==> config.mk <==
export PLATFORM = sky130hd
export DESIGN_NAME = exe_wb_buffer
export DESIGN_NICKNAME = d
export VERILOG_FILES = /design/src/rtl/exe_wb_buffer.sv
export SDC_FILE = /design/constraint.sdc
export NUM_CORES = 1
export LEC_CHECK = 0
export CAP_MARGIN = 0
export CORE_UTILIZATION = 52
export CTS_BUF_LIST = sky130_fd_sc_hd__clkbuf_16
export CTS_CLUSTER_SIZE = 25
export DETAILED_ROUTE_END_ITERATION = 10
export PLACE_DENSITY_LB_ADDON = 0.08
export REMOVE_ABC_BUFFERS = 1
export SLEW_MARGIN = 10
export SYNTH_ARGS = -nofsm -noshare
export SYNTH_HDL_FRONTEND = slang
export SYNTH_SLANG_ARGS = --single-unit
==> constraint.sdc <==
create_clock -name clk_i -period 9.9 [get_ports clk_i]
set_input_delay 2.475 -clock clk_i [delete_from_list [all_inputs] [get_ports clk_i]]
set_output_delay 2.475 -clock clk_i [all_outputs]
set_load 0.01 [all_outputs]
==> src/rtl/exe_wb_buffer.sv <==
// exe_wb_buffer: 2-entry in-order ALU result buffer with valid/ready writeback and operand forwarding
module exe_wb_buffer #(
    parameter int DATA_W     = 64,
    parameter int REG_ADDR_W = 5
) (
    input  logic                  clk_i,
    input  logic                  rstn_i,
    input  logic                  flush_i,
    input  logic                  in_valid_i,
    output logic                  in_ready_o,
    input  logic [DATA_W-1:0]     in_result_i,
    input  logic [REG_ADDR_W-1:0] in_rd_i,
    input  logic                  in_we_i,
    output logic                  out_valid_o,
    input  logic                  out_ready_i,
    output logic [DATA_W-1:0]     out_result_o,
    output logic [REG_ADDR_W-1:0] out_rd_o,
    output logic                  out_we_o,
    input  logic [REG_ADDR_W-1:0] fwd_rs1_addr_i,
    input  logic [REG_ADDR_W-1:0] fwd_rs2_addr_i,
    output logic                  fwd_rs1_hit_o,
    output logic [DATA_W-1:0]     fwd_rs1_data_o,
    output logic                  fwd_rs2_hit_o,
    output logic [DATA_W-1:0]     fwd_rs2_data_o,
    output logic [1:0]            count_o
);
    logic [DATA_W-1:0]     res_q [2];
    logic [DATA_W-1:0]     res_d [2];
    logic [REG_ADDR_W-1:0] rd_q [2];
    logic [REG_ADDR_W-1:0] rd_d [2];
    logic [1:0]            we_q, we_d, vld_q, vld_d;
    logic                  wptr_q, wptr_d, rptr_q, rptr_d;
    logic [1:0]            count_q, count_d;
    logic                  push, pop, in_we_eff;
    logic [2:0]            cand_v;

    assign in_ready_o   = count_q != 2'd2;
    assign out_valid_o  = count_q != 2'd0;
    assign out_result_o = out_valid_o ? res_q[rptr_q] : '0;
    assign out_rd_o     = out_valid_o ? rd_q[rptr_q] : '0;
    assign out_we_o     = out_valid_o && we_q[rptr_q];
    assign count_o      = count_q;
    assign push         = in_valid_i && in_ready_o;
    assign pop          = out_valid_o && out_ready_i;
    assign in_we_eff    = in_we_i && (in_rd_i != '0);

    always_comb begin
        res_d   = res_q;
        rd_d    = rd_q;
        we_d    = we_q;
        vld_d   = vld_q;
        wptr_d  = wptr_q;
        rptr_d  = rptr_q;
        count_d = count_q + {1'b0, push} - {1'b0, pop};
        if (push) begin
            res_d[wptr_q] = in_result_i;
            rd_d[wptr_q]  = in_rd_i;
            we_d[wptr_q]  = in_we_eff;
            vld_d[wptr_q] = 1'b1;
            wptr_d        = ~wptr_q;
        end
        if (pop) begin
            vld_d[rptr_q] = 1'b0;
            rptr_d        = ~rptr_q;
        end
        if (flush_i) begin
            vld_d   = '0;
            wptr_d  = 1'b0;
            rptr_d  = 1'b0;
            count_d = '0;
        end
    end

    always_ff @(posedge clk_i or negedge rstn_i) begin
        if (!rstn_i) begin
            res_q   <= '{default: '0};
            rd_q    <= '{default: '0};
            we_q    <= '0;
            vld_q   <= '0;
            wptr_q  <= 1'b0;
            rptr_q  <= 1'b0;
            count_q <= '0;
        end else begin
            res_q   <= res_d;
            rd_q    <= rd_d;
            we_q    <= we_d;
            vld_q   <= vld_d;
            wptr_q  <= wptr_d;
            rptr_q  <= rptr_d;
            count_q <= count_d;
        end
    end

    // Candidates youngest first: incoming, newest stored (wptr-1), oldest stored (rptr)
    assign cand_v = {vld_q[rptr_q] && we_q[rptr_q],
                     vld_q[~wptr_q] && we_q[~wptr_q],
                     push && !flush_i && in_we_eff};

    function automatic logic [DATA_W:0] lookup(
        input logic [REG_ADDR_W-1:0] a,
        input logic [2:0]            v,
        input logic [REG_ADDR_W-1:0] r0, r1, r2,
        input logic [DATA_W-1:0]     d0, d1, d2
    );
        lookup = (a == '0)           ? '0 :
                 (v[0] && r0 == a)   ? {1'b1, d0} :
                 (v[1] && r1 == a)   ? {1'b1, d1} :
                 (v[2] && r2 == a)   ? {1'b1, d2} : '0;
    endfunction

    assign {fwd_rs1_hit_o, fwd_rs1_data_o} = lookup(fwd_rs1_addr_i, cand_v,
        in_rd_i, rd_q[~wptr_q], rd_q[rptr_q], in_result_i, res_q[~wptr_q], res_q[rptr_q]);
    assign {fwd_rs2_hit_o, fwd_rs2_data_o} = lookup(fwd_rs2_addr_i, cand_v,
        in_rd_i, rd_q[~wptr_q], rd_q[rptr_q], in_result_i, res_q[~wptr_q], res_q[rptr_q]);
endmodule

==> results.md <==
- Setup repair after global routing left no endpoint under its margin.
- Data on the critical path is required at its endpoint by between 7000 and 8000 ps.
- The post-route minimum period is roughly 8400 ps.
- For this run, the detailed router's first-pass iteration total came to 6.
- The post-CTS repair timing setup buffer count is 0.
- The total power of the final layout is roughly 3.5 mW.
- Based on the critical path, the design can be clocked at up to 119 MHz.
- Global routing consumed, over all layers together, 31.8% of the routing resources.
- Net switching is 37.1% of the power.
- Clock-pin slew was measured on the worst setup and hold paths at 60 ps.
- The sequential element share of the synthesized area is about a third.
- Along the worst path, the maximum fanout reaches 34.
- At the end of the flow the core is filled with cells to approximately 71%.
- 289 I/O pins were placed.
- The number of global-route vias before repair is about 10000.
- The worst setup path startpoint is in_rd_i[1].
- The total net switching power is ~1.3 mW.
- The residual DRC count is 0.
- The startpoint of the tightest hold check path is res_q[10]$_DFFE_PN0P_.
- The synthesized design contains about 150 register bits.
- The number of pins with negative max-slew slack in the final report was 0.
- The total of hold buffers inserted after clock tree synthesis is 0.
- VDD sags by at most 250 µV.
- The area added between synthesis and finish is 31.7%.
- The tightest min-delay check is of the reg -> reg type.
- The slew at the pin with the worst max-slew slack is roughly 1100 ps.
- The worst path uses ~85% of the clock period.
- The worst-case clock skew is about 16 ps.
- The final cell area excluding filler cells is 15100 µm².
- For the worst setup path, the data arrival time is approximately 6000 ps.
- The largest area contributor in the synthesized netlist is sky130_fd_sc_hd__dfrtp_1.
- By area the synthesized netlist is led by sky130_fd_sc_hd__dfrtp_1 (32%), sky130_fd_sc_hd__mux2_2 (20%), sky130_fd_sc_hd__a221oi_2 (7.9%).
- Across the run, the number of max-cap violations was 0.
- After synthesis, the netlist uses 37 different library cells.
- The fraction of synthesized cell area taken by the top area cell type is about a third.
- Summing over every cut layer, the via total after detailed routing is 10309.
- The clock network is responsible for between 20% and 30% of the overall power.
- After floorplanning, the core was sized to cover approximately 21000 µm².
- The clock tree from TritonCTS is built.
- For this run, the slowest stage of the critical path takes between 600 and 700 ps.
- The per-cell routed wire length is around 21 µm.
- The synthesized netlist occupies a cell area of about 11000 µm².
- The max-slew headroom at the worst pin is between 20 and 30%.
- Of the total power, registers draw between 30% and 40%.
- The level count of the clock H-tree is 4.
- The height of the die is around 150 µm.
- The clock sink count is ~150.
- The synthesized area per cell is between 9 and 10 µm².
- The number of enable flip-flop cells after synthesis is 0.
- The die width is 150 µm.
- Traced cell by cell, the critical path runs through clkdlybuf4s50_1, or4_1, o21ai_0, nor3_1, nand3_2, buf_4, nor2_1, nor3_1, clkdlybuf4s50_1.
- The critical path is of the in -> out type.
- The static leakage is between 5 and 6 nW.
- The average via count per standard cell is 6.23.
- The cell depth of the worst flop-to-flop path is 8.
- For this run, the post-layout net count is between 1000 and 1500.
- The count of synthesis-stage warnings from yosys is 0.
- The setup-violating endpoint count in the final report is 0.
- The worst-skew pair later-pin latency is between 400 and 500 ps.
- The final number of hold-violating endpoints came to 0.
- The routed wire length is 35300 µm.
- The number of gates resized after cts is 0.
- The primary flip-flop cell chosen by synthesis mapping is sky130_fd_sc_hd__dfrtp_1.
- The placed cell area is about 14000 µm².
- Clock tree synthesis inserted a total of 17 buffers.
- Once detailed placement completed, the half-perimeter wirelength came to ~22000 µm.
- The floorplan die area is between 20000 and 25000 µm².
- The count of mapped cells out of synthesis is approximately 1200.
- Combinational logic is responsible for 48.8% of the overall power.
- The initial DRC count is 722.
- The share of synthesized flip-flops with an asynchronous set or reset is 100%.
- Row generation in the floorplan step produced 53 rows.
- The worst setup path is captured at an output pin.
- The start of the worst register-to-register path is count_o[1]$_DFF_PN0_.
- Entering global routing, the biggest net connects 76 pins.
- The share of cells above drive strength 1 is between 20 and 30%.
- The final antenna-violating net count is 0.
- At the end of routability-driven placement, the weighted congestion stood at approximately 0.83.
- Along the worst hold path, the cell count comes to 1.
- Clock tree synthesis selected as its root buffer the cell sky130_fd_sc_hd__clkbuf_16.
- Power spread over the standard cell area amounts to ~230 nW/µm².
- Summed over all failing endpoints, the final setup total negative slack is 0 ps.
- The worst setup path is launched from a primary input.
- Cell internal power was estimated by the tool at ~2.2 mW.
- For this design, the slowest cell found on the critical path is sky130_fd_sc_hd__nand3_2.
- The run finished with clean final reports.
- The effective utilization at floorplan is around 54%.
- In this run the tool buffered the top-level ports with 288 buffer cells.
- The first-pass GRT wire length is around 56000 µm.
- Global routing finished with a remaining overflow of 0.
- The initial antenna violation count came to 0.
- The layout filler cell count is about 1600.
- The longest clock path from root to sink contains 2 buffers.
## Yosys cell counts, types with 2 or more instances
cell and number:
sky130_fd_sc_hd__and2_1 67, sky130_fd_sc_hd__clkbuf_1 84, sky130_fd_sc_hd__mux2i_1 73, sky130_fd_sc_hd__nand2_1 8, sky130_fd_sc_hd__nor3_2 60, sky130_fd_sc_hd__a21oi_1 5, sky130_fd_sc_hd__o21ai_0 5, sky130_fd_sc_hd__and3_1 2
sky130_fd_sc_hd__mux2_2 202, sky130_fd_sc_hd__dfrtp_1 146, sky130_fd_sc_hd__buf_2 13, sky130_fd_sc_hd__nor3_1 72, sky130_fd_sc_hd__a221oi_1 69, sky130_fd_sc_hd__inv_1 5, sky130_fd_sc_hd__xnor2_1 14, sky130_fd_sc_hd__or4_1 3
sky130_fd_sc_hd__ha_1 2, sky130_fd_sc_hd__xor2_1 19, sky130_fd_sc_hd__a221oi_2 60, sky130_fd_sc_hd__nor2_1 207, sky130_fd_sc_hd__nand4_1 2, sky130_fd_sc_hd__nand3_1 6, sky130_fd_sc_hd__buf_1 10, sky130_fd_sc_hd__buf_6 7
sky130_fd_sc_hd__nor4_1 2
## placed cells by master (no fill, tap or decap), types with 3 or more instances in the layout
cell type,instances
sky130_fd_sc_hd__a221oi_1,69
sky130_fd_sc_hd__o21ai_0,5
sky130_fd_sc_hd__a221oi_2,60
sky130_fd_sc_hd__clkdlybuf4s50_1,287
sky130_fd_sc_hd__xor2_1,19
sky130_fd_sc_hd__and2_1,66
sky130_fd_sc_hd__nor2_1,205
sky130_fd_sc_hd__nand2_1,8
sky130_fd_sc_hd__nor3_1,72
sky130_fd_sc_hd__nor3_2,60
sky130_fd_sc_hd__mux2_2,202
sky130_fd_sc_hd__inv_1,7
sky130_fd_sc_hd__xnor2_1,14
sky130_fd_sc_hd__a21oi_1,5
sky130_fd_sc_hd__clkbuf_16,17
sky130_fd_sc_hd__bufinv_16,5
sky130_fd_sc_hd__or4_1,3
sky130_fd_sc_hd__nand3_1,3
sky130_fd_sc_hd__buf_4,14
sky130_fd_sc_hd__buf_12,4
sky130_fd_sc_hd__mux2i_1,73
sky130_fd_sc_hd__dfrtp_1,144
sky130_fd_sc_hd__clkinvlp_4,4
## sequential cells by signal, summed over array words and instances (netlist names)
register  cells
we_q          2
rd_q         10
wptr_q        1
res_q       128
vld_q         2
rptr_q        1
count_o       2
## metrics by stage
stage                     worst slack (ps)  hold slack (ps)  cells
after detailed placement              1550              508   1622
after floorplan                      -1320              471   1041
after global placement                1620              504   1622
after CTS                             1540              522   1654
final                                 1500              526   1655
after global routing                  1280              538   1654
## worst max-delay path: cells and delay by family
kind	cells	cell delay, ps
buffers and inverters	3	1540
AOI/OAI and AO/OA	1	290
and+or+nand+nor	5	1610
## power by group through the flow
stage | logic, mW | clock network [mW] | registers (mW)
2_1_floorplan | 1.06 | 0 | 1.04
3_3_place_gp | 1.68 | 0 | 1.06
3_5_place_dp | 1.69 | 0 | 1.09
4_1_cts | 1.71 | 0.713 | 1.08
5_1_grt | 1.84 | 0.742 | 1.12
6_report | 1.71 | 0.708 | 1.09
## cells by family after synthesis
group                      synth area share (%)
xor gates and xnor gates                   2.52
muxes                                      26.5
buffers and inverters                      4.50
and+or+nand+nor                            20.3
adders and majority gates                 0.218
DFF                                        31.9
AOI/OAI and AO/OA                          14.1
## routing by layer
| metal | share of wire, % | vias to the layer above | wire length [µm] | track usage, % |
|---|---|---|---|---|
| met5 | 0 | - | 0 | 0 |
| met4 | 2.0 | 0 | 716 | 10.7 |
| met3 | 7.0 | 56 | 2460 | 5.18 |
| met2 | 48 | 453 | 16900 | 52.7 |
| met1 | 43 | 5112 | 15100 | 42.1 |
| li1 | - | 4688 | - | - |
## final timing paths
kind / endpoint / slack (ps)
hold reg to reg: res_q[10]$_DFFE_PN0P_ / 530
setup reg to reg: count_o[1]$_DFF_PN0_ / 7110
min in group asynchronous: res_q[64]$_DFFE_PN0P_ / 2050
hold / removal: res_q[10]$_DFFE_PN0P_ / 530
setup / recovery: fwd_rs1_data_o[53] / 1500
max in group asynchronous: res_q[80]$_DFFE_PN0P_ / 6400
## area by class of cell
type                       instances  area (µm²)  area share, %
timing repair buffer             306        3070           20.3
clock inverter                    15         218           1.44
tap                              275         344           2.28
sequential                       146        3660           24.3
antenna                            1        2.50         0.0166
clock buffer                      17         425           2.82
inverter                           5        18.8          0.124
multi-input combinational        890        7350           48.7
Power figures use the tool's default switching activity.
